===== src/rtl/avalon_tester_pkg.sv =====
// Shared types and helpers for the SDRAM bring-up
// Avalon-MM self-test master.
package avalon_tester_pkg;

  localparam int ADDR_W_DEF = 26;
  localparam int DATA_W_DEF = 32;
  localparam int IDX_W      = 24;
  localparam int ERR_W      = 16;

  typedef enum logic [2:0] {
    S_IDLE,
    S_WR,
    S_RD,
    S_DRAIN,
    S_DONE
  } state_e;

  function automatic logic [31:0] pat(
    input logic [31:0]      s,
    input logic [IDX_W-1:0] idx
  );
    return s ^ {~idx[7:0], idx};
  endfunction

  function automatic logic [ERR_W-1:0] sat_inc(
    input logic [ERR_W-1:0] v
  );
    return (v == '1) ? v : v + 1'b1;
  endfunction

endpackage


===== src/rtl/avalon_rd_tracker.sv =====
// Read-side bookkeeping: outstanding count, return index,
// registered compare and first-error capture.
module avalon_rd_tracker
  import avalon_tester_pkg::*;
#(
  parameter int ADDR_W   = ADDR_W_DEF,
  parameter int MAX_PEND = 8
) (
  input  logic              clk_i,
  input  logic              rst_i,
  input  logic              clr_i,
  input  logic              en_i,
  input  logic              acc_i,
  input  logic              rdv_i,
  input  logic [31:0]       rdata_i,
  input  logic [31:0]       seed_i,
  input  logic [ADDR_W-1:0] base_i,
  output logic              can_issue_o,
  output logic              drained_o,
  output logic [ERR_W-1:0]  err_count_o,
  output logic [ADDR_W-1:0] first_err_addr_o
);

  logic [4:0]        pend_q;
  logic [4:0]        pend_d;
  logic [IDX_W-1:0]  ri_q;
  logic              cmp_vld_q;
  logic [31:0]       cmp_data_q;
  logic [IDX_W-1:0]  cmp_idx_q;
  logic [ERR_W-1:0]  err_q;
  logic [ADDR_W-1:0] ferr_q;
  logic              rdv;
  logic              miss;

  assign rdv  = en_i & rdv_i;
  assign miss = cmp_vld_q &
                (cmp_data_q != pat(seed_i, cmp_idx_q));

  always_comb begin
    pend_d = pend_q;
    unique case ({acc_i, rdv})
      2'b10: pend_d = pend_q + 5'd1;
      2'b01: if (pend_q != '0) pend_d = pend_q - 5'd1;
      default: pend_d = pend_q;
    endcase
  end

  // Gate on post-edge count so a held read never overshoots
  assign can_issue_o = pend_d < 5'(MAX_PEND);
  assign drained_o   = (pend_q == '0) & ~cmp_vld_q;

  always_ff @(posedge clk_i or posedge rst_i) begin
    if (rst_i) begin
      pend_q     <= '0;
      ri_q       <= '0;
      cmp_vld_q  <= 1'b0;
      cmp_data_q <= '0;
      cmp_idx_q  <= '0;
      err_q      <= '0;
      ferr_q     <= '0;
    end else if (clr_i) begin
      pend_q    <= '0;
      ri_q      <= '0;
      cmp_vld_q <= 1'b0;
      err_q     <= '0;
      ferr_q    <= '0;
    end else begin
      pend_q    <= pend_d;
      cmp_vld_q <= rdv;
      if (rdv) begin
        cmp_data_q <= rdata_i;
        cmp_idx_q  <= ri_q;
        ri_q       <= ri_q + 1'b1;
      end
      if (miss) begin
        err_q <= sat_inc(err_q);
        if (err_q == '0)
          ferr_q <= base_i +
                    ADDR_W'({cmp_idx_q, 2'b00});
      end
    end
  end

  assign err_count_o      = err_q;
  assign first_err_addr_o = ferr_q;

endmodule


===== src/rtl/avalon_mem_tester.sv =====
// SDRAM self-test master: pattern fill, pipelined
// read-back, pass/fail with error count and first address.
module avalon_mem_tester
  import avalon_tester_pkg::*;
#(
  parameter int ADDR_W   = ADDR_W_DEF,
  parameter int DATA_W   = DATA_W_DEF,
  parameter int MAX_PEND = 8
) (
  input  logic              clk_clk,
  input  logic              reset_reset,
  input  logic              start,
  input  logic [ADDR_W-1:0] base_addr,
  input  logic [23:0]       word_count,
  input  logic [31:0]       seed,
  output logic              busy,
  output logic              done,
  output logic              pass,
  output logic [15:0]       err_count,
  output logic [ADDR_W-1:0] first_err_addr,
  output logic [ADDR_W-1:0] avm_address,
  output logic              avm_read,
  output logic              avm_write,
  output logic [DATA_W-1:0] avm_writedata,
  output logic [3:0]        avm_byteenable,
  output logic              avm_burstcount,
  input  logic              avm_waitrequest,
  input  logic [DATA_W-1:0] avm_readdata,
  input  logic              avm_readdatavalid
);

  state_e            state_q;
  logic [ADDR_W-1:0] base_q;
  logic [ADDR_W-1:0] addr_q;
  logic [IDX_W-1:0]  cnt_q;
  logic [IDX_W-1:0]  wi_q;
  logic [IDX_W-1:0]  qi_q;
  logic [31:0]       seed_q;
  logic [31:0]       wdata_q;
  logic              wr_q;
  logic              rd_q;
  logic              busy_q;
  logic              done_q;
  logic              pass_q;

  logic [ADDR_W-1:0] base_al;
  logic [IDX_W-1:0]  last_idx;
  logic [IDX_W-1:0]  wi_nxt;
  logic [IDX_W-1:0]  qi_nxt;
  logic              acc;
  logic              trk_en;
  logic              clr;
  logic              can_issue;
  logic              drained;
  logic [ERR_W-1:0]  err_w;
  logic [ADDR_W-1:0] ferr_w;

  function automatic logic [ADDR_W-1:0] addr_of(
    input logic [ADDR_W-1:0] b,
    input logic [IDX_W-1:0]  i
  );
    return b + ADDR_W'({i, 2'b00});
  endfunction

  assign base_al  = base_addr & ~ADDR_W'(3);
  assign last_idx = cnt_q - 1'b1;
  assign wi_nxt   = wi_q + 1'b1;
  assign qi_nxt   = qi_q + 1'b1;
  assign acc      = rd_q & ~avm_waitrequest;
  assign trk_en   = (state_q == S_RD) |
                    (state_q == S_DRAIN);
  assign clr      = (state_q == S_IDLE) & start;

  avalon_rd_tracker #(
    .ADDR_W   (ADDR_W),
    .MAX_PEND (MAX_PEND)
  ) u_trk (
    .clk_i            (clk_clk),
    .rst_i            (reset_reset),
    .clr_i            (clr),
    .en_i             (trk_en),
    .acc_i            (acc),
    .rdv_i            (avm_readdatavalid),
    .rdata_i          (avm_readdata),
    .seed_i           (seed_q),
    .base_i           (base_q),
    .can_issue_o      (can_issue),
    .drained_o        (drained),
    .err_count_o      (err_w),
    .first_err_addr_o (ferr_w)
  );

  always_ff @(posedge clk_clk or posedge reset_reset) begin
    if (reset_reset) begin
      state_q <= S_IDLE;
      base_q  <= '0;
      addr_q  <= '0;
      cnt_q   <= '0;
      wi_q    <= '0;
      qi_q    <= '0;
      seed_q  <= '0;
      wdata_q <= '0;
      wr_q    <= 1'b0;
      rd_q    <= 1'b0;
      busy_q  <= 1'b0;
      done_q  <= 1'b0;
      pass_q  <= 1'b0;
    end else begin
      done_q <= 1'b0;
      unique case (state_q)
        S_IDLE: begin
          if (start) begin
            base_q  <= base_al;
            cnt_q   <= word_count;
            seed_q  <= seed;
            pass_q  <= 1'b0;
            busy_q  <= 1'b1;
            wi_q    <= '0;
            addr_q  <= base_al;
            wdata_q <= pat(seed, IDX_W'(0));
            if (word_count == '0) begin
              state_q <= S_DONE;
            end else begin
              state_q <= S_WR;
              wr_q    <= 1'b1;
            end
          end
        end
        S_WR: begin
          if (!avm_waitrequest) begin
            if (wi_q == last_idx) begin
              wr_q    <= 1'b0;
              rd_q    <= 1'b1;
              qi_q    <= '0;
              addr_q  <= base_q;
              state_q <= S_RD;
            end else begin
              wi_q    <= wi_nxt;
              addr_q  <= addr_of(base_q, wi_nxt);
              wdata_q <= pat(seed_q, wi_nxt);
            end
          end
        end
        S_RD: begin
          if (acc) begin
            if (qi_q == last_idx) begin
              rd_q    <= 1'b0;
              state_q <= S_DRAIN;
            end else begin
              qi_q   <= qi_nxt;
              addr_q <= addr_of(base_q, qi_nxt);
              rd_q   <= can_issue;
            end
          end else if (!rd_q) begin
            rd_q <= can_issue;
          end
        end
        S_DRAIN: begin
          if (drained) state_q <= S_DONE;
        end
        S_DONE: begin
          done_q  <= 1'b1;
          pass_q  <= (err_w == '0);
          busy_q  <= 1'b0;
          state_q <= S_IDLE;
        end
        default: state_q <= S_IDLE;
      endcase
    end
  end

  assign busy           = busy_q;
  assign done           = done_q;
  assign pass           = pass_q;
  assign err_count      = err_w;
  assign first_err_addr = ferr_w;
  assign avm_address    = addr_q;
  assign avm_read       = rd_q;
  assign avm_write      = wr_q;
  assign avm_writedata  = wdata_q;
  assign avm_byteenable = 4'hF;
  assign avm_burstcount = 1'b1;

endmodule


===== config.mk =====
export PLATFORM = sky130hd
export DESIGN_NAME = avalon_mem_tester
export DESIGN_NICKNAME = d
export VERILOG_FILES = /design/src/rtl/avalon_tester_pkg.sv /design/src/rtl/avalon_rd_tracker.sv /design/src/rtl/avalon_mem_tester.sv
export SDC_FILE = /design/constraint.sdc
export NUM_CORES = 1
export LEC_CHECK = 0
export ABC_CLOCK_PERIOD_IN_PS = 13590
export BUFFER_PORTS_ARGS = -buffer_cell sky130_fd_sc_hd__buf_2
export CORE_ASPECT_RATIO = 0.75
export CORE_MARGIN = 2
export CORE_UTILIZATION = 60
export DETAILED_ROUTE_END_ITERATION = 7
export PLACE_DENSITY = 0.82
export SETUP_SLACK_MARGIN = 0.3
export SLEW_MARGIN = 20
export SYNTH_ARGS = -nofsm -noshare
export SYNTH_HDL_FRONTEND = slang
export SYNTH_SLANG_ARGS = --single-unit

===== constraint.sdc =====
create_clock -name clk_clk -period 13.59 [get_ports clk_clk]
set_clock_uncertainty 0.1 [all_clocks]
set_input_delay 2.0385 -clock clk_clk [delete_from_list [all_inputs] [get_ports clk_clk]]
set_output_delay 2.0385 -clock clk_clk [all_outputs]
set_load 0.01 [all_outputs]

==> run_results.csv, run 1 <==
group,metric,value,unit
status,status,"finished clean",
power,power_frac_clock,19.8,%
power,internal-power,2.76,mW
yosys,async_flop_share,100,%
sta,fin_tns_setup,0,ns
power,p_per_area,211,nW/um^2
sta,worst_pin_slew,1.11,ns
yosys,yosysWarningCount,0,
yosys,synth_fa_ha_area_share,5.24,%
cts,holdBufCountCts,0,
worst_setup_path,crit_type,"reg2reg",
yosys,yosys.area_share.simple,23.4,%
yosys,syn_avg_cell_area,8.42,um^2
yosys,ys.flop_type,"dfrtp_1",
sta,finalCriticalPeriod,5.39,ns
drt,drt_iter0_markers,2233,
die,die_h,166,um
power,total_power,4.94,mW
global_routing,track_usage,36.3,%
place,post-dp-hpwl,49500,um
sta,final_hold_viol_count,0,
cts,cts.htree.levels,2,
cts,cts_resized,0,
sta,relSlewSlack,25.9,%
yosys,synthXorXnorAreaFrac,12.7,%
cts,numCtsBuffers,34,
yosys,syn_inst,2487,
drt,avgRoutedWirePerCell,21.4,um
worst_setup_path,cp-end-kind,"flip-flop",
die,core_area,34500,um^2
power,p_leak,11.4,nW
global_routing,antenna_found_initial,1,
place,routabilityCongestion,0.963,
drt,drc_errors,0,
power,seqPwrFrac,33.8,%
drt,dr.pass1.iters,6,
drt,routed_wl,66400,um
sta,max_freq,185,MHz
layout,antenna_cells,0,
yosys,synth_top_family_by_area,"simple AND/OR/NAND/NOR gates",
power,max-vdd-ir-drop,0.151,mV
yosys,synth_edf_count,0,
sta,setup_viol,0,
layout,drive_gt1_share,12.5,%
sta,maxSlewViolCount,0,
worst_setup_path,required,13.94,ns
cts,post_cts.repair.setup_buffers,0,
yosys,ys_types,90,
yosys,synth-seq-cells,318,
layout,design_area,23400,um^2
cts,cts.reportedPaths.clkPinSlew,0.07,ns
power,netSwitchingFraction,44.2,%
die,die_w,220,um
worst_hold_path,worstHoldPathType,"reg2reg",
drt,num_vias,19300,
flow_run,max_cap_violations,0,
yosys,synthesis.area,20900,um^2
yosys,synth_compound_area_share,14.2,%
sta,fin_crit_sh,39.7,%
drt,via_per_inst,6.24,
global_routing,grt_pass1_wl,103000,um
yosys,ys_seq_area_share,38.0,%
die,rows,59,
global_routing,gr-total-overflow,0,
cts,clk_latency,0.55,ns
cts,cts_max_path_buffers,3,
cts,clock-sinks,318,
cts,cts_tree,"built",
worst_setup_path,cp_data_arrival_time,5.75,ns
layout,nNetsFinal,2825,
drt,postRouteAntennaNets,0,
die,dieArea,36400,um^2
place,place_area,22200,um^2
power,power.share.combinational,46.3,%
global_routing,grt_pass1_vias,18300,
worst_setup_path,critPathMaxFanout,9,
sta,holdWs,0.377,ns
global_routing,grt_max_degree,145,
cts,cts-root-buf,"clkbuf_16",
layout,areaGrowthSynthToFinish,11.6,%
die,start_util,60.6,%
power,p_sw,2.19,mW
sta,rsz0062_at_grt,"false",
die,ios,229,
worst_setup_path,startpoint_type,"flip-flop",
place,portBuffers,217,
yosys,synth.area.mux_share,2.17,%
flip-flops by register name, indices dropped and copies added (netlist names):
register and count:
done 1, u_trk.pend_q 5, wi_q 24, u_trk.cmp_idx_q 24, avm_writedata 32, u_trk.ri_q 24
busy 1, u_trk.first_err_addr_o 24, avm_read 1, base_q 24, u_trk.cmp_vld_q 1, qi_q 24
seed_q 32, pass 1, u_trk.err_count_o 16, state_q 3, u_trk.cmp_data_q 32, cnt_q 24
avm_write 1, avm_address 24
synth_stat cells, drive strengths merged (11+ instances only):
cell      n  area [um^2]
nand4    39          244
nor4     25          163
nand2b   25          156
o31ai    22          165
nor2b    11         68.8
clkbuf  105          395
xor2     95          832
dfrtp   318         7960
a31oi    20          125
o21bai   11         82.6
xnor3    25          563
nand3    68          345
ha       83         1040
a211oi   14          105
a221oi   13          133
and2     18          113
inv      66          248
a21oi   104          521
and3     25          156
xnor2   131         1150
nand2   569         2140
buf      40          239
mux2i    39          390
nor3     45          235
or3      18          113
o21ai   149          746
a21o     19          143
o21a     12         90.1
nor2    223          837
path summary, 6_finish.rpt:
kind                                    from                end  slack (ns)  cells after the start
setup / recovery                     wi_q[0]    avm_address[24]        8.20                     12
setup reg to reg                     wi_q[0]    avm_address[24]        8.20                     12
hold reg to reg            avm_writedata[22]  avm_writedata[22]        0.38                      2
hold / removal             avm_writedata[22]  avm_writedata[22]        0.38                      2
max in group asynchronous        reset_reset  avm_writedata[26]        9.87                      4
min in group asynchronous        reset_reset         base_q[18]        1.54                      2
final cells by class:
cell class                 count  area, um^2
clock inverter                14         178
sequential                   318        7960
tap                          457         572
fill                        2837       11200
multi-input combinational   1964       12200
inverter                      67         264
clock buffer                  44         980
timing repair buffer         235        1220
cells by family (layout without fill, tap and decap cells):
family | Yosys count | in the layout
adder cells (fa/ha/maj) | 86 | 86
other | 2 | 9
buffers and inverters | 212 | 360
flip-flops | 318 | 318
AND/OR/NAND/NOR | 1106 | 1106
AO/OA/AOI/OAI | 463 | 463
XOR/XNOR | 256 | 256
multiplexers | 44 | 44
through the flow:
stage                     setup slack [ns]  util [%]  instances
after global routing                  8.02      67.7       3099
after CTS                             8.49      67.6       3099
after global placement                8.46      64.3       3041
after detailed placement              8.40      64.3       3041
after floorplan                       2.65         -       2494
final                                 8.20      67.7       3099
metal layers:
metal	GRT usage (%)	routed length, um	vias to the layer above
li1	-	-	8806
met2	53.4	28600	1058
met3	7.38	7410	155
met4	12.8	2420	0
met5	0	0	-
met1	53.4	27900	9318
power groups by stage:
stage,Combinational (mW),Sequential [mW],Clock (mW)
after floorplan,1.69,1.51,0
after global placement,2.17,1.66,0
after detailed placement,2.24,1.67,0
after CTS,2.26,1.66,0.984
after global routing,2.52,1.70,1.02
final,2.29,1.67,0.980
cell usage in the layout, fill, tap and decap left out, types with 21 or more instances in the layout:
| cell | netlist | layout |
|---|---|---|
| nand2b_1 | 25 | 25 |
| o21ai_0 | 137 | 137 |
| inv_1 | 65 | 64 |
| nand2_1 | 568 | 568 |
| nor4_1 | 24 | 22 |
| and3_1 | 25 | 25 |
| dfrtp_1 | 318 | 318 |
| nand3_1 | 67 | 67 |
| xnor2_1 | 131 | 131 |
| xor2_1 | 95 | 95 |
| a21oi_1 | 104 | 104 |
| buf_2 | 14 | 217 |
| nor3_1 | 43 | 42 |
| o31ai_1 | 22 | 21 |
| clkbuf_16 | 0 | 35 |
| nand4_1 | 39 | 39 |
| ha_1 | 83 | 83 |
| mux2i_1 | 39 | 39 |
| xnor3_1 | 25 | 25 |
| nor2_1 | 223 | 222 |
critical path: stages (launching register included):
cell,delay (ns)
dfrtp_1,0.62
and4_1,0.30
and4_1,0.31
and3_1,0.32
xor2_1,0.61
ha_1,0.43
a2111oi_0,0.59
a211oi_1,0.20
a2111oi_0,0.92
o311ai_0,0.32
xor2_1,0.24
nand2_1,0.13
a41oi_1,0.20
Power figures use the tool's default switching activity.
==> run 2, diff against run 1 <==
ABC_AREA = 1   (was not set)
ABC_CLOCK_PERIOD_IN_PS = 4500   (was 13590)
CORE_UTILIZATION = 55   (was 60)
PLACE_DENSITY = 0.79   (was 0.82)
clock period = 4.5 ns   (was 13.59 ns; I/O delays follow)
==> run 2 against run 1 <==
Net effect:
- synthesized area increased by 3.6%
- cell count grew 24%
- setup slack got worse by 7.6 ns
- largest power group unchanged
==> run_results.csv, run 2 <==
group,metric,value,unit
worst_setup_path,startpoint_type,"flip-flop",
sta,setup_slack,0.602,ns
sta,worst_pin_slew,1.05,ns
sta,setup_viol,0,
drt,dr.pass1.iters,6,
die,rows,62,
die,die_h,176,um
worst_setup_path,critPathMaxFanout,5,
yosys,ys_seq_area_share,36.7,%
drt,postRouteAntennaNets,0,
cts,numCtsBuffers,35,
global_routing,grt_pass1_wl,115000,um
place,numPlacedInstances,3763,
drt,via_per_inst,5.75,
power,netSwitchingFraction,48.8,%
yosys,synth-seq-cells,318,
worst_setup_path,crit_type,"reg2reg",
yosys,async_flop_share,100,%
place,post-dp-hpwl,58200,um
cts,clock-sinks,318,
cts,clk_latency,0.56,ns
global_routing,gr-total-overflow,0,
yosys,synth_edf_count,0,
worst_setup_path,cp-end-kind,"flip-flop",
global_routing,grt_pass1_vias,20300,
drt,routed_wl,75600,um
cts,cts_max_path_buffers,3,
yosys,synthTopCellsByArea,"dfrtp_1 37%, nand2_1 17%, nand3_1 5.4%, o21ai_0 5.0%, nor2_1 4.9%",
power,p_sw,7.61,mW
power,power_frac_clock,18.6,%
sta,rsz0062_at_grt,"false",
yosys,yosysWarningCount,0,
yosys,ys_types,54,
cts,cts-root-buf,"clkbuf_16",
status,status,"finished clean",
drt,num_vias,22000,
place,post-place-ws,0.450,ns
layout,final_common_cell,"nand2_1",
yosys,yosys.area.top_type,"dfrtp_1",
layout,areaGrowthSynthToFinish,12.7,%
yosys,synth_top_cell_area_share,36.7,%
layout,instances_no_fill,3830,
place,portBuffers,217,
place,routabilityCongestion,0.973,
yosys,ys.flop_type,"dfrtp_1",
worst_setup_path,cp_common_cell,"nand2_1",
yosys,yosysMostFrequentCell,"nand2_1",
worst_hold_path,worstHoldPathType,"in2reg",
power,internal-power,7.98,mW
die,start_util,56.3,%
layout,multi_input_area,12300,um^2
drt,avgRoutedWirePerCell,19.7,um
layout,regArea,7960,um^2
yosys,syn_inst,3094,
power,p_per_area,638,nW/um^2
global_routing,antenna_found_initial,1,
die,ios,229,
yosys,synthesis.area,21700,um^2
cts,cts_tree,"built",
sta,holdWs,0.209,ns
layout,drive_gt1_share,10.7,%
worst_setup_path,r2r-start,"wi_q[0]",
sta,maxSlewViolCount,0,
worst_setup_path,path_cells,"ha_1, nand2_1, inv_1, nand2_1, nor2_1, xor2_1, ha_1, nand2_1, nor2_1, nor2_1, nand2_1, nand3_1, nand2_1, nand3b_1, nand2_1, and2_1, o21ai_0, nand3_1, nand2_1, nand2_1, nand2_1",
worst_setup_path,rrSetupSlack,0.60,ns
drt,drt_iter0_markers,2587,
layout,antenna_cells,0,
die,core_area,38600,um^2
global_routing,track_usage,36.6,%
power,seqPwrFrac,32.0,%
sta,relSlewSlack,29.7,%
sta,fin_crit_sh,86.6,%
worst_setup_path,max_stage_delay,0.48,ns
layout,fillCellCount,3477,
power,total_power,15.6,mW
layout,nNetsFinal,3497,
cts,cts.htree.levels,2,
die,dieArea,41100,um^2
power,p_leak,12.3,nW
flow_run,max_cap_violations,0,
power,max-vdd-ir-drop,0.699,mV
worst_setup_path,startpoint,"wi_q[0]",
power,power.share.combinational,49.4,%
drt,drc_errors,0,
place,place_area,23300,um^2
layout,final_util,63.4,%
worst_setup_path,required,4.87,ns
global_routing,grt_max_degree,91,
layout,layout_common_cells,"999 x nand2_1, 317 x dfrtp_1, 281 x nor2_1",
cts,cts.reportedPaths.clkPinSlew,0.06,ns
sta,max_freq,257,MHz
sta,fin_tns_setup,0,ns
sta,final_hold_viol_count,0,
sta,finalCriticalPeriod,3.90,ns
worst_setup_path,slowest_stage,"xor2_1",
yosys,synth_commonest_cells,"999 x nand2_1, 318 x dfrtp_1, 286 x nor2_1, 279 x inv_1, 233 x nand3_1",
worst_setup_path,cp_data_arrival_time,4.27,ns
yosys,syn_avg_cell_area,7.01,um^2
layout,design_area,24400,um^2
die,die_w,233,um
worst_hold_path,worstHoldStart,"avm_readdata[20]",
==> run 2: cell count changes after synthesis, sizes merged, moves of 25 or more <==
cell,before,now
nand2,569,1005
inv,66,281
clkbuf,105,61
xnor3,25,0
xnor2,131,67
nor2,223,299
o21ai,149,252
nand2b,25,0
nand3,68,234
mux2i,39,3
==> run 2: layer usage <==
metal	wire [um]	vias to the layer above	GRT usage, %	part of all wire [%]
li1	-	10400	-	-
met1	33900	10400	55.4	45
met2	31800	1040	53.5	42
met3	7890	119	6.33	10
met4	2020	0	10.2	2.7
met5	0	-	0	0
==> run 2: worst max-delay path, delay by kind of cell (launching register included) <==
kind	cells	cell delay, ns
simple gates	16	2.02
flops	1	0.41
buf+inv	1	0.08
xor+xnor	1	0.48
fa+ha+maj	2	0.56
compound gates	1	0.14
==> run 2: power by group through the flow <==
| stage | clock, mW | sequential [mW] | combinational (mW) |
|---|---|---|---|
| floorplan | 0 | 4.72 | 5.29 |
| global placement | 0 | 4.97 | 7.33 |
| detailed placement | 0 | 4.99 | 7.49 |
| CTS | 2.90 | 4.97 | 7.56 |
| global route | 3.02 | 5.07 | 8.59 |
| finish | 2.90 | 5.00 | 7.70 |
==> run 2: kinds of logic after synthesis <==
kind of cell	share of synthesized area (%)
DFF	36.7
AOI/OAI and AO/OA	10.9
other	0.0346
and+or+nand+nor	32.8
buffers and inverters	7.08
adders and majority gates	5.06
muxes	0.138
xor gates and xnor gates	7.35
==> run 2: final cells by class <==
class	instances	share of cell area, %
multi-input combinational	2399	50.2
sequential	318	32.6
timing repair buffer	252	5.67
inverter	286	4.41
clock buffer	50	4.02
tap	512	2.62
clock inverter	13	0.553
==> run 2: repair_timing <==
action | CTS | global route
gates resized for setup | 0 | 7
setup endpoints to repair | 0 | 8
buffers inserted | 0 | 4
hold buffers | 0 | 0
==> run 2: path summary, 6_finish.rpt <==
check / depth (start not counted) / end
setup / recovery: 21 / avm_address[25]
hold / removal: 3 / u_trk.cmp_data_q[20]
setup reg to reg: 21 / avm_address[25]
hold reg to reg: 2 / avm_writedata[3]
max in group asynchronous: 3 / avm_writedata[3]
min in group asynchronous: 2 / avm_address[21]
